--- config.mk ---
export PLATFORM = sky130hd
export DESIGN_NAME = jtag_ahb_access_dr_flat
export DESIGN_NICKNAME = d
export VERILOG_FILES = /design/src/rtl/jtag_ahb_access_dr_if.sv /design/src/rtl/jtag_ahb_access_dr.sv /design/src/flat_wrapper.sv
export SDC_FILE = /design/constraint.sdc
export NUM_CORES = 1
export LEC_CHECK = 0
export ABC_CLOCK_PERIOD_IN_PS = 2100
export BUFFER_PORTS_ARGS = -buffer_cell sky130_fd_sc_hd__buf_2
export CAP_MARGIN = 0
export CORE_MARGIN = 2
export CORE_UTILIZATION = 55
export DETAILED_ROUTE_END_ITERATION = 8
export PLACE_DENSITY = 0.78
export SLEW_MARGIN = 20
export SYNTH_ARGS = -nofsm -noshare
export SYNTH_HDL_FRONTEND = slang
export SYNTH_SLANG_ARGS = --single-unit
--- constraint.sdc ---
create_clock -name TCK -period 2.1 [get_ports TCK]
set_input_delay 0.42 -clock TCK [delete_from_list [all_inputs] [get_ports TCK]]
set_output_delay 0.42 -clock TCK [all_outputs]
set_load 0.05 [all_outputs]
--- src/rtl/jtag_ahb_access_dr_if.sv ---
// Single-beat request/response bundle between the JTAG AHB-access DR and the AHB master front-end.
// The DR drives the request and receives the response (master); the AHB front-end is the slave.
interface jtag_ahb_access_dr_if #(
  parameter int ADDR_W = 32,
  parameter int DATA_W = 32,
  parameter int SIZE_W = 2
);
  logic              req_valid;
  logic              req_ready;
  logic              req_write;
  logic [SIZE_W-1:0] req_size;
  logic [ADDR_W-1:0] req_addr;
  logic [DATA_W-1:0] req_wdata;
  logic              rsp_valid;
  logic [DATA_W-1:0] rsp_rdata;
  logic              rsp_error;

  modport master (
    output req_valid, req_write, req_size, req_addr, req_wdata,
    input  req_ready, rsp_valid, rsp_rdata, rsp_error
  );

  modport slave (
    input  req_valid, req_write, req_size, req_addr, req_wdata,
    output req_ready, rsp_valid, rsp_rdata, rsp_error
  );
endinterface

--- src/rtl/jtag_ahb_access_dr.sv ---
// JTAG data register issuing one AHB access per Update-DR; request is held until req_ready.
// Capture-DR returns {rdata_hold, overrun, error, done}; update->req_valid and rsp->done are 1 cycle.
module jtag_ahb_access_dr #(
  parameter int ADDR_W = 32,
  parameter int DATA_W = 32,
  parameter int SIZE_W = 2
) (
  input  logic                 TCK,
  input  logic                 TRST,
  input  logic                 tlr_reset,
  input  logic                 ahb_select,
  input  logic                 dr_capture,
  input  logic                 dr_shift,
  input  logic                 dr_update,
  input  logic                 TDI,
  output logic                 TDO,
  jtag_ahb_access_dr_if.master bus
);
  localparam int DR_W = 1 + SIZE_W + ADDR_W + DATA_W;

  typedef enum logic [1:0] {S_IDLE, S_PEND, S_WAIT, S_DONE} state_e;

  state_e            state_q;
  logic [DR_W-1:0]   sr_q, sr_d, cap_word;
  logic [DATA_W-1:0] rdata_hold_q;
  logic              done_q, error_q, overrun_q;
  logic              req_valid_q, req_write_q;
  logic [SIZE_W-1:0] req_size_q;
  logic [ADDR_W-1:0] req_addr_q;
  logic [DATA_W-1:0] req_wdata_q;

  logic cap_en, shift_en, upd_en;
  assign cap_en   = ahb_select & dr_capture;
  assign shift_en = ahb_select & dr_shift;
  assign upd_en   = ahb_select & dr_update;

  // Capture has priority over a coincident shift.
  always_comb begin
    cap_word = '0;
    cap_word[DATA_W+2:0] = {rdata_hold_q, overrun_q, error_q, done_q};
    sr_d = sr_q;
    if (cap_en) begin
      sr_d = cap_word;
    end else if (shift_en) begin
      sr_d = {TDI, sr_q[DR_W-1:1]};
    end
  end

  always_ff @(posedge TCK or negedge TRST) begin
    if (!TRST) begin
      state_q      <= S_IDLE;
      sr_q         <= '0;
      rdata_hold_q <= '0;
      done_q       <= 1'b0;
      error_q      <= 1'b0;
      overrun_q    <= 1'b0;
      req_valid_q  <= 1'b0;
      req_write_q  <= 1'b0;
      req_size_q   <= '0;
      req_addr_q   <= '0;
      req_wdata_q  <= '0;
    end else if (tlr_reset) begin
      state_q      <= S_IDLE;
      sr_q         <= '0;
      rdata_hold_q <= '0;
      done_q       <= 1'b0;
      error_q      <= 1'b0;
      overrun_q    <= 1'b0;
      req_valid_q  <= 1'b0;
      req_write_q  <= 1'b0;
      req_size_q   <= '0;
      req_addr_q   <= '0;
      req_wdata_q  <= '0;
    end else begin
      sr_q <= sr_d;
      case (state_q)
        S_IDLE, S_DONE: begin
          // Decode uses the pre-shift register contents.
          if (upd_en) begin
            req_valid_q <= 1'b1;
            req_write_q <= sr_q[0];
            req_size_q  <= sr_q[SIZE_W:1];
            req_addr_q  <= sr_q[ADDR_W+SIZE_W:SIZE_W+1];
            req_wdata_q <= sr_q[DR_W-1:ADDR_W+SIZE_W+1];
            done_q      <= 1'b0;
            error_q     <= 1'b0;
            overrun_q   <= 1'b0;
            state_q     <= S_PEND;
          end
        end
        S_PEND: begin
          if (upd_en) overrun_q <= 1'b1;
          if (bus.req_ready) begin
            req_valid_q <= 1'b0;
            state_q     <= S_WAIT;
          end
        end
        S_WAIT: begin
          if (upd_en) overrun_q <= 1'b1;
          if (bus.rsp_valid) begin
            done_q  <= 1'b1;
            error_q <= bus.rsp_error;
            // Failed reads keep the previous read data.
            if (!req_write_q && !bus.rsp_error) rdata_hold_q <= bus.rsp_rdata;
            state_q <= S_DONE;
          end
        end
        default: state_q <= S_IDLE;
      endcase
    end
  end

  assign TDO           = sr_q[0];
  assign bus.req_valid = req_valid_q;
  assign bus.req_write = req_write_q;
  assign bus.req_size  = req_size_q;
  assign bus.req_addr  = req_addr_q;
  assign bus.req_wdata = req_wdata_q;
endmodule

--- src/flat_wrapper.sv ---
// flat-port wrapper written by rule: the top's interface ports become plain ports
module jtag_ahb_access_dr_flat 
#(
  parameter int ADDR_W = 32,
  parameter int DATA_W = 32,
  parameter int SIZE_W = 2
)
  (TCK, TRST, tlr_reset, ahb_select, dr_capture, dr_shift, dr_update, TDI, TDO, bus_req_valid, bus_req_write, bus_req_size, bus_req_addr, bus_req_wdata, bus_req_ready, bus_rsp_valid, bus_rsp_rdata, bus_rsp_error);
  jtag_ahb_access_dr_if #(.ADDR_W(ADDR_W), .DATA_W(DATA_W), .SIZE_W(SIZE_W)) bus_i ();
  input  logic TCK;
  input  logic TRST;
  input  logic tlr_reset;
  input  logic ahb_select;
  input  logic dr_capture;
  input  logic dr_shift;
  input  logic dr_update;
  input  logic TDI;
  output logic TDO;
  output wire logic [$bits(bus_i.req_valid)-1:0] bus_req_valid;
  output wire logic [$bits(bus_i.req_write)-1:0] bus_req_write;
  output wire logic [$bits(bus_i.req_size)-1:0] bus_req_size;
  output wire logic [$bits(bus_i.req_addr)-1:0] bus_req_addr;
  output wire logic [$bits(bus_i.req_wdata)-1:0] bus_req_wdata;
  input wire logic [$bits(bus_i.req_ready)-1:0] bus_req_ready;
  input wire logic [$bits(bus_i.rsp_valid)-1:0] bus_rsp_valid;
  input wire logic [$bits(bus_i.rsp_rdata)-1:0] bus_rsp_rdata;
  input wire logic [$bits(bus_i.rsp_error)-1:0] bus_rsp_error;
  assign bus_req_valid = bus_i.req_valid;
  assign bus_req_write = bus_i.req_write;
  assign bus_req_size = bus_i.req_size;
  assign bus_req_addr = bus_i.req_addr;
  assign bus_req_wdata = bus_i.req_wdata;
  assign bus_i.req_ready = bus_req_ready;
  assign bus_i.rsp_valid = bus_rsp_valid;
  assign bus_i.rsp_rdata = bus_rsp_rdata;
  assign bus_i.rsp_error = bus_rsp_error;
  jtag_ahb_access_dr #(.ADDR_W(ADDR_W), .DATA_W(DATA_W), .SIZE_W(SIZE_W)) u_core (.TCK(TCK), .TRST(TRST), .tlr_reset(tlr_reset), .ahb_select(ahb_select), .dr_capture(dr_capture), .dr_shift(dr_shift), .dr_update(dr_update), .TDI(TDI), .TDO(TDO), .bus(bus_i));
endmodule
==> flow_summary.toml <==
[detailed_routing]
antenna_violating_nets_post_route = 0
drc_errors = 0
drtIter0Drc = 479
sum_of_routed_wire_length_over_all_layers_um = 15300
avgViaCountPerCell = 5.69
detailroute.via_count = 4860
drt-wirelength-per-cell_um = 17.9
detail_route.first_pass.iterations = 4

[cts]
cts-root-buf = "clkbuf_16"
numCtsBuffers = 17
clock_latency_ns = 0.43
cts.clk_slew.worst_paths_ns = 0.06
clockBufferDepth = 2
cts_max_level = 4
tritoncts = "built"
cts_sinks = 172

[logic_synthesis]
post_synth_inst_count = 557
synthDistinctLibCells = 37
mappedNetlistNets = 604
yosys_warnings = 0
synthesis.area_um2 = 7160
synth.yosys.seq_area_share_pct = 60.2
synth_area_per_cell_um2 = 12.8
ys_seq_elements = 172

[worst_setup_path]
critical_path_class = "reg -> reg"
start_kind = "flip-flop"
timing.critical_path.required_ns = 2.46
endpoint_kind = "flip-flop"
cp_data_arrival_time_ns = 2.28
worst-path-max-fanout = 36

[global_routing]
grt_pass1_vias = 4936
grt_first_pass_wirelength_um = 25300
remaining_overflow_grt = 0
grt_start_max_net_pins = 47
initial_antenna_violation_count = 2
grt_util_all_layers_pct = 23.2

[pwr]
power.density_cell_area_nw_per_um2 = 941
internal-power_uw = 6010
p_seq_share_pct = 44.0
p_clk_share_pct = 42.6
p_sw_uw = 2030
static-leakage-power_uw = 0.00432
power.share.switching_pct = 25.2
max-vdd-ir-drop_uv = 615
overall_power_uw = 8040
comb_power_share_pct = 13.4

[cells_and_area]
antennaDiodeCount = 0
n_fill_cell = 991
final_layout_size_suffix_gt1_share_pct = 27.4
multi_input_comb_area_um2 = 2560
areaGrowthSynthToFinish_pct = 19.4
sequential_cell_area_um2 = 4300
final_cell_area_um2 = 8540
layout.nets = 716
fin_cells = 854

[floorplan]
standard_cell_core_area_um2 = 12700
design.die.area_um2 = 13900
io_pins = 112
die_x_um = 118
start_util_pct = 56.5
placement_rows = 41
die_y_um = 118

[sta]
clock.fmax_mhz = 520
setup_violations = 0
worstMarginPinSlew_ns = 0.900
post_route_clock_period_utilization_pct = 91.5
postLayoutSetupSlackWorst_ns = 0.178
finalHoldViolCount = 0
grt_setup_unrepaired = "no"
final.setup.tns_ns = 0
final_max_slew_violation_count = 0
layout_min_cycle_time_ns = 1.92
finClkSkew_ns = 0.00616
maxSlewHeadroom_pct = 39.9

[placement]
place.gp.congestion = 0.785
placement_stage_cell_area_um2 = 7880
port_buffers = 111
placed_cells = 821
post_placement_worst_setup_slack_ns = 0.217
post-dp-hpwl_um = 10100

[flow_run]
maxCapViolCount = 0

[outcome]
outcome = "completed"

[hold_path]
worstHoldPathType = "in -> reg"
==> timing repair <==
item	in CTS	in global routing
hold buffers	1	0
endpoints found under the hold margin	41	0
buffers inserted	0	0
gates resized for setup	0	0
==> state kept, by name (all words and copies together) (netlist names) <==
name / flops
u_core.rdata_hold_q: 32
u_core.overrun_q: 1
u_core.sr_q: 67
u_core.bus.req_addr: 32
u_core.state_q: 2
u_core.error_q: 1
u_core.bus.req_valid: 1
u_core.bus.req_size: 2
u_core.done_q: 1
u_core.bus.req_write: 1
u_core.bus.req_wdata: 32
==> cell type report <==
cell class	count	area share [%]
Multi-Input combinational cell	339	30.0
Clock buffer	21	5.39
Clock inverter	11	2.21
Timing Repair Buffer	135	9.30
Sequential cell	172	50.4
Tap cell	172	2.52
Inverter	4	0.176
==> final timing paths <==
kind | startpoint | end | slack (ns) | cells past startpoint
setup / recovery | u_core.state_q[0] | u_core.bus.req_size[1] | 0.18 | 5
hold reg to reg | u_core.rdata_hold_q[25] | u_core.rdata_hold_q[25] | 0.49 | 1
setup reg to reg | u_core.state_q[0] | u_core.bus.req_size[1] | 0.18 | 5
hold / removal | TDI | u_core.sr_q[66] | 0.22 | 3
min in group asynchronous | TRST | u_core.rdata_hold_q[1] | 0.51 | 2
max in group asynchronous | TRST | u_core.rdata_hold_q[19] | 0.98 | 3
==> cell families after synthesis <==
| group | Yosys count | share of synthesized area, % |
|---|---|---|
| buffers and inverters | 46 | 4.23 |
| adders and majority gates | 4 | 0.699 |
| AOI/OAI and AO/OA | 149 | 16.4 |
| and+or+nand+nor | 116 | 8.18 |
| DFF | 172 | 60.2 |
| muxes | 70 | 10.4 |
==> per-layer routing <==
layer  global-route usage (%)  part of all wire [%]  up-vias
li1                         -                     -     2230
met1                     31.1                    45     2481
met2                     35.8                    48      119
met3                     7.07                   5.1       26
met4                     8.58                   1.9        4
met5                        0                  0.18        -
==> synthesized netlist by cell type <==
| cell type | n | share of area [%] |
|---|---|---|
| a21bo_2 | 1 | 0.14 |
| a21boi_1 | 1 | 0.10 |
| a21oi_1 | 35 | 2.4 |
| a221oi_2 | 1 | 0.21 |
| a22o_1 | 65 | 8.0 |
| a22oi_1 | 3 | 0.31 |
| a31oi_2 | 1 | 0.17 |
| and2b_1 | 1 | 0.10 |
| and3_1 | 1 | 0.087 |
| and3b_1 | 1 | 0.12 |
| buf_2 | 17 | 1.2 |
| buf_4 | 15 | 1.6 |
| buf_6 | 7 | 1.1 |
| clkbuf_1 | 3 | 0.16 |
| dfrtp_1 | 172 | 60 |
| ha_1 | 4 | 0.70 |
| inv_1 | 4 | 0.21 |
| mux2_1 | 21 | 3.3 |
| mux2_2 | 12 | 1.9 |
| mux2i_1 | 37 | 5.2 |
| nand2_1 | 64 | 3.4 |
| nand2_4 | 1 | 0.16 |
| nand2b_1 | 1 | 0.087 |
| nand2b_4 | 1 | 0.19 |
| nand3_1 | 2 | 0.14 |
| nand4b_1 | 1 | 0.12 |
| nor2_1 | 6 | 0.31 |
| nor2_2 | 1 | 0.087 |
| nor2_8 | 1 | 0.28 |
| nor2b_1 | 32 | 2.8 |
| nor3_1 | 1 | 0.070 |
| nor3b_2 | 1 | 0.17 |
| o21ai_0 | 3 | 0.21 |
| o21ai_2 | 1 | 0.12 |
| o21bai_2 | 1 | 0.16 |
| o2bb2ai_1 | 37 | 4.5 |
| or3_1 | 1 | 0.087 |
==> critical path, cell delays in order, from the launching register on <==
cell and delay, ns:
dfrtp_1 0.38, inv_1 0.09, ha_1 0.39, and3_1 0.29, nor2_8 0.44, a22o_1 0.24
==> through the flow <==
step	hold WS, ns	util (%)
floorplan	0.124	-
global placement	0.387	62.2
detailed placement	0.388	62.2
CTS	0.213	67.4
global route	0.214	67.4
finish	0.225	67.4
==> cells in the final DEF (no fill, tap or decap), types with 5 or more instances in the layout <==
cell / synthesis / routed
dfrtp_1: 172 / 172
buf_2: 17 / 110
a22o_1: 65 / 65
nand2_1: 64 / 64
mux2i_1: 37 / 37
o2bb2ai_1: 37 / 37
a21oi_1: 35 / 35
nor2b_1: 32 / 32
mux2_1: 21 / 21
buf_4: 15 / 19
clkbuf_16: 0 / 17
mux2_2: 12 / 12
nor2_1: 6 / 6
bufinv_16: 0 / 5
==> power groups by stage <==
| stage | clock, uW | combinational (uW) | sequential [uW] |
|---|---|---|---|
| final | 3420 | 1080 | 3530 |
| after global routing | 3620 | 1180 | 3550 |
| after global placement | 0 | 1030 | 3580 |
| after detailed placement | 0 | 1070 | 3590 |
| after floorplan | 0 | 730 | 3620 |
| after CTS | 3470 | 1090 | 3530 |
No activity file was read; power rests on OpenSTA's default activity.
